File: config.mk
export PLATFORM = sky130hd
export DESIGN_NAME = inst_cache
export DESIGN_NICKNAME = d
export VERILOG_FILES = /design/src/rtl/inst_cache_pkg.sv /design/src/rtl/inst_cache_array.sv /design/src/rtl/inst_cache.sv
export SDC_FILE = /design/constraint.sdc
export NUM_CORES = 2
export LEC_CHECK = 0
export ABC_CLOCK_PERIOD_IN_PS = 20900
export BUFFER_PORTS_ARGS = -buffer_cell sky130_fd_sc_hd__buf_2
export CORE_UTILIZATION = 43
export CTS_BUF_LIST = sky130_fd_sc_hd__clkbuf_4 sky130_fd_sc_hd__clkbuf_8
export DETAILED_ROUTE_END_ITERATION = 8
export MAX_ROUTING_LAYER = met4
export REMOVE_ABC_BUFFERS = 1
export SLEW_MARGIN = 20
export SYNTH_ARGS = -nofsm -noshare
export SYNTH_HDL_FRONTEND = slang
export SYNTH_MEMORY_MAX_BITS = 65536
export SYNTH_SLANG_ARGS = --single-unit
File: constraint.sdc
create_clock -name clk -period 20.9 [get_ports clk]
set_input_delay 2.09 -clock clk [delete_from_list [all_inputs] [get_ports clk]]
set_output_delay 2.09 -clock clk [all_outputs]
set_load 0.1 [all_outputs]
File: src/rtl/inst_cache_pkg.sv
// Shared types for the direct-mapped instruction cache: geometry, array
// element types and the controller state encoding.
package icache_types;

    localparam int S_INDEX  = 4;
    localparam int S_OFFSET = 5;
    localparam int S_TAG    = 32 - S_INDEX - S_OFFSET;
    localparam int S_LINE   = 256;

    typedef logic [S_TAG-1:0]   icache_tag_t;
    typedef logic [S_INDEX-1:0] icache_index_t;
    typedef logic [S_LINE-1:0]  icache_line_t;

    typedef enum logic {
        IDLE = 1'b0,
        FILL = 1'b1
    } icache_state_t;

endpackage

File: src/rtl/inst_cache_array.sv
// Valid/tag/data storage for the instruction cache: one combinational read
// port addressed by the fetch index, one synchronous write port for fills.
module icache_array #(
    parameter int S_INDEX = icache_types::S_INDEX,
    parameter int S_TAG   = icache_types::S_TAG,
    parameter int S_LINE  = icache_types::S_LINE
) (
    input  logic               clk,
    input  logic               rst,
    input  logic [S_INDEX-1:0] rd_index,
    output logic               rd_valid,
    output logic [S_TAG-1:0]   rd_tag,
    output logic [S_LINE-1:0]  rd_line,
    input  logic               wr_en,
    input  logic [S_INDEX-1:0] wr_index,
    input  logic [S_TAG-1:0]   wr_tag,
    input  logic [S_LINE-1:0]  wr_line
);

    localparam int SETS = 2 ** S_INDEX;

    logic [SETS-1:0]   valid;
    logic [S_TAG-1:0]  tags  [SETS];
    logic [S_LINE-1:0] lines [SETS];

    always_ff @(posedge clk) begin
        if (!rst) begin
            valid <= '0;
        end else if (wr_en) begin
            valid[wr_index] <= 1'b1;
        end
    end

    // Tag and data are qualified by the valid bit, so they need no reset.
    always_ff @(posedge clk) begin
        if (wr_en) begin
            tags[wr_index]  <= wr_tag;
            lines[wr_index] <= wr_line;
        end
    end

    assign rd_valid = valid[rd_index];
    assign rd_tag   = tags[rd_index];
    assign rd_line  = lines[rd_index];

endmodule

File: src/rtl/inst_cache.sv
// Direct-mapped read-only instruction cache: same-cycle hits, single-line
// fills from the physical-memory line port on a miss.
module inst_cache #(
    parameter int S_INDEX  = icache_types::S_INDEX,
    parameter int S_OFFSET = icache_types::S_OFFSET
) (
    input  logic                        clk,
    input  logic                        rst,
    input  logic                        inst_read,
    input  logic [31:0]                 inst_addr,
    output logic                        inst_resp,
    output logic [31:0]                 inst_rdata,
    output logic                        pmem_read,
    output logic [31:0]                 pmem_address,
    input  logic [(8<<S_OFFSET)-1:0]    pmem_rdata,
    input  logic                        pmem_resp,
    output logic [31:0]                 hit_count,
    output logic [31:0]                 miss_count,
    output icache_types::icache_state_t dbg_state
);

    localparam int S_TAG  = 32 - S_INDEX - S_OFFSET;
    localparam int LINE_W = 8 << S_OFFSET;

    icache_types::icache_state_t state, state_next;

    logic [S_TAG-1:0]      addr_tag;
    logic [S_INDEX-1:0]    addr_index;
    logic [S_OFFSET-3:0]   addr_word;
    logic [31-S_OFFSET:0]  fill_addr;
    logic                  rd_valid;
    logic [S_TAG-1:0]      rd_tag;
    logic [LINE_W-1:0]     rd_line;
    logic                  hit;
    logic                  start_fill;
    logic                  fill_we;
    logic [1:0]            unused_byte_sel;

    assign addr_tag        = inst_addr[31:S_INDEX+S_OFFSET];
    assign addr_index      = inst_addr[S_INDEX+S_OFFSET-1:S_OFFSET];
    assign addr_word       = inst_addr[S_OFFSET-1:2];
    assign unused_byte_sel = inst_addr[1:0];

    icache_array #(
        .S_INDEX (S_INDEX),
        .S_TAG   (S_TAG),
        .S_LINE  (LINE_W)
    ) u_array (
        .clk      (clk),
        .rst      (rst),
        .rd_index (addr_index),
        .rd_valid (rd_valid),
        .rd_tag   (rd_tag),
        .rd_line  (rd_line),
        .wr_en    (fill_we),
        .wr_index (fill_addr[S_INDEX-1:0]),
        .wr_tag   (fill_addr[31-S_OFFSET:S_INDEX]),
        .wr_line  (pmem_rdata)
    );

    assign hit       = inst_read && rd_valid && (rd_tag == addr_tag);
    assign dbg_state = state;

    always_ff @(posedge clk) begin
        if (!rst) begin
            state     <= icache_types::IDLE;
            fill_addr <= '0;
        end else begin
            state <= state_next;
            if (start_fill) begin
                fill_addr <= inst_addr[31:S_OFFSET];
            end
        end
    end

    // The fill address is latched, so a redirect during FILL never retargets it.
    always_comb begin
        state_next   = state;
        inst_resp    = 1'b0;
        inst_rdata   = '0;
        pmem_read    = 1'b0;
        pmem_address = '0;
        start_fill   = 1'b0;
        fill_we      = 1'b0;
        case (state)
            icache_types::IDLE: begin
                if (hit) begin
                    inst_resp  = 1'b1;
                    inst_rdata = rd_line[32*addr_word +: 32];
                end else if (inst_read) begin
                    start_fill = 1'b1;
                    state_next = icache_types::FILL;
                end
            end
            icache_types::FILL: begin
                pmem_read    = 1'b1;
                pmem_address = {fill_addr, {S_OFFSET{1'b0}}};
                if (pmem_resp) begin
                    fill_we    = 1'b1;
                    state_next = icache_types::IDLE;
                end
            end
            default: state_next = icache_types::IDLE;
        endcase
    end

    always_ff @(posedge clk) begin
        if (!rst) begin
            hit_count  <= '0;
            miss_count <= '0;
        end else begin
            if (inst_resp && (hit_count != 32'hFFFF_FFFF)) begin
                hit_count <= hit_count + 32'd1;
            end
            if (start_fill && (miss_count != 32'hFFFF_FFFF)) begin
                miss_count <= miss_count + 32'd1;
            end
        end
    end

endmodule

==> flow_summary.json <==
{
  "maxSlewHeadroom_pct": 20.35,
  "hold_viol": 0,
  "start_util_pct": 43.18,
  "hold_path_depth": 2,
  "grt_setup_unrepaired": "false",
  "slew_violations": 0,
  "skew_ns": 0.04941,
  "clkTransAtPathRegs_ns": 0.06,
  "async_reset_ff_share_pct": 0,
  "swShare_pct": 21.71,
  "drive_gt1_share_pct": 36.03,
  "overflow": 0,
  "arrival_ns": 8.61,
  "power_density_nw_per_um2": 92.12,
  "ys.warnings.count": 0,
  "grt_pass1_vias": 85080,
  "grtUsageTotal_pct": 21.19,
  "min_period_over_period_pct": 51.21,
  "final_cell_area_um2": 198300,
  "slowest_stage": "buf_4",
  "fin_ws_ns": 10.20,
  "netlist_area_um2": 175200,
  "avgSynthCellArea_um2": 24.17,
  "worstPathMaxFanout": 78,
  "multiInputGateArea_um2": 37420,
  "grt_max_degree": 171,
  "setup_tns_ns": 0,
  "cts_resized": 0,
  "seq_power_share_pct": 55.5,
  "pre_cts_ws_ns": 9.606,
  "worstSkewPairLatency_ns": 1.24,
  "post_dp_cell_area_um2": 184200,
  "tightest_slew_ns": 1.195,
  "gp_congestion": 0.7797,
  "synth_ff_type": "edfxtp_1",
  "regArea_um2": 136200,
  "power_mw": 18.27,
  "hp-class": "flip-flop to flip-flop",
  "antenna_found_initial": 177,
  "via_per_inst": 5.688,
  "ys_seq_area_share_pct": 77.74,
  "cp_cell_sequence": "buf_12, buf_4, buf_4, buf_4, buf_4, buf_6, mux4_2, mux4_2, mux4_2, mux2i_1, nor2_1, buf_2",
  "cp_common_cell": "buf_4",
  "netlist-cell-type-count": 73,
  "die_area_um2": 410000,
  "synth_edf_count": 4464,
  "wl_met2_mm": 214.1,
  "nNetsFinal": 8474,
  "io_buffers": 415,
  "p_int_mw": 14.30,
  "met1_length_mm": 172.2,
  "numClockSinks": 4572,
  "rr_worst_depth": 9,
  "fin_crit_ns": 10.70,
  "p_clk_share_pct": 40.0,
  "place_hpwl_mm": 216.6,
  "via_count": 81040,
  "grt_pass1_wl_mm": 606.9,
  "final_cell_mix": "edfxtp_1 (4,464), mux4_2 (1,395), clkbuf_8 (740), buf_2 (408), clkbuf_4 (264)",
  "root_buffer": "clkbuf_8",
  "synth.top_cell.area_share_pct": 76.51,
  "synthTopCellsByArea": "edfxtp_1 (77%), mux4_2 (18%), dfxtp_1 (1.2%)",
  "wl_mm": 425.3,
  "final_common_cell": "edfxtp_1",
  "fp.dieW_um": 640.3,
  "cts_buffers": 727,
  "worstSetupPathType": "input port to primary output",
  "dp.cells": 12880,
  "hold_ws_ns": 0.4775,
  "htree_levels": 6,
  "cts_tree": "done",
  "r2r-end": "u_array.lines[13][66]$_DFFE_PP_",
  "drt_iter0_markers": 8051,
  "crit_family": "buffers and inverters",
  "cp_num_buf_inv": 7,
  "cp-end-kind": "primary output",
  "max_stage_delay_ns": 0.81,
  "drc": 0,
  "worstHoldEndpoint": "u_array.valid[13]$_SDFFE_PN0P_",
  "clockBufferDepth": 4,
  "r2r_slack_ns": 15.45,
  "synth_area_leader_cell": "edfxtp_1",
  "max-cap-violations": 0,
  "fp-row-count": 234,
  "io_pins": 423,
  "dr_wl_met3_mm": 29.29,
  "holdBufCountCts": 0,
  "ant_nets": 0,
  "dr.pass1.iters": 6,
  "synth.ff_latch_count": 4572,
  "syn-instance-count": 7250,
  "fillers": 32420,
  "peakVddDrop_mv": 0.05493,
  "wire_per_inst_um": 29.85,
  "syn_to_final_growth_pct": 13.18,
  "routed.top_layer": "met4",
  "switching_power_mw": 3.967,
  "die_h_um": 640.3,
  "startpoint_type": "input port",
  "status": "complete, no violations",
  "setup_violations": 0,
  "postCtsSetupBuffers": 0,
  "fmax_mhz": 93.43,
  "comb_power_share_pct": 4.6,
  "leakagePower_nw": 62.62,
  "instances_no_fill": 14250,
  "reg2reg_from": "dbg_state$_SDFF_PN0_",
  "utilization_pct": 48.87,
  "cp.required_ns": 18.81,
  "core_area_um2": 405800,
  "worstHoldStart": "u_array.valid[13]$_SDFFE_PN0P_"
}
-- power by group through the flow --
stage,registers (mW),clock network [mW],logic (mW)
after floorplan,10.4,0,0.441
after CTS,10.1,7.49,0.852
after detailed placement,10.3,0,0.851
after global placement,10.3,0,0.834
after global routing,10.1,7.86,0.894
final,10.1,7.30,0.836
-- cell type report --
class / instances / area share (%)
tap: 5428 / 3.425
inverter: 12 / 0.02650
multi-input combinational: 2274 / 18.87
clock inverter: 275 / 0.8663
sequential: 4572 / 68.69
clock buffer: 1003 / 6.128
timing repair buffer: 593 / 1.885
antenna: 90 / 0.1136
-- routing by layer --
metal | vias up | global-route usage, %
li1 | 33500 | -
met1 | 43940 | 27.36
met2 | 2907 | 34.61
met3 | 703 | 4.267
met4 | 0 | 5.411
met5 | - | -
-- flip-flops by register name, indices dropped and copies added, names as in the netlist --
signal / count
dbg_state: 1
hit_count: 32
miss_count: 32
u_array.valid: 16
u_array.lines: 4096
fill_addr: 27
u_array.tags: 368
-- tightest hold or removal path, cell delays in order, from the launching register on --
cell and delay (ns):
dfxtp_1 0.33, nor2_1 0.05, nor2_1 0.07
-- cells in the mapped netlist (all sizes together), types with 8 or more instances --
library cell,count
and3,19
xor2,10
nor2,106
nor4,12
buf,164
a22oi,24
o21a,11
mux2,15
nor3,15
inv,12
o22ai,13
o21ai,21
a21oi,44
clkbuf,232
nand4,17
or3,16
nand2,119
o31a,9
nand2b,24
or4,31
o31ai,30
xnor2,8
mux4,1395
mux2i,167
and2,34
dfxtp,108
nand3,38
edfxtp,4464
nor2b,13
-- how the worst max path moves through the flow --
stage / start / endpoint / slack [ns] / depth (start not counted)
3_5_place_dp: inst_addr[5] / inst_rdata[5] / 9.61 / 12
2_1_floorplan: pmem_resp / u_array.lines[0][0]$_DFFE_PP_ / -1.81 / 3
4_1_cts: inst_addr[5] / inst_rdata[5] / 9.60 / 12
6_report: inst_addr[5] / inst_rdata[5] / 10.20 / 12
5_1_grt: inst_addr[5] / inst_rdata[7] / 9.51 / 12
3_3_place_gp: inst_addr[5] / inst_rdata[5] / 9.61 / 12
-- cells by family after synthesis --
kind of cell / Yosys count / share of synthesized area (%)
other cells: 1 / 0.002140
buf+inv: 408 / 0.9834
fa+ha+maj: 2 / 0.01428
xor+xnor: 18 / 0.08998
simple gates: 469 / 1.374
mux: 1577 / 18.98
flops: 4572 / 77.74
compound gates: 203 / 0.8120
No activity file was read; power rests on OpenSTA's default activity.
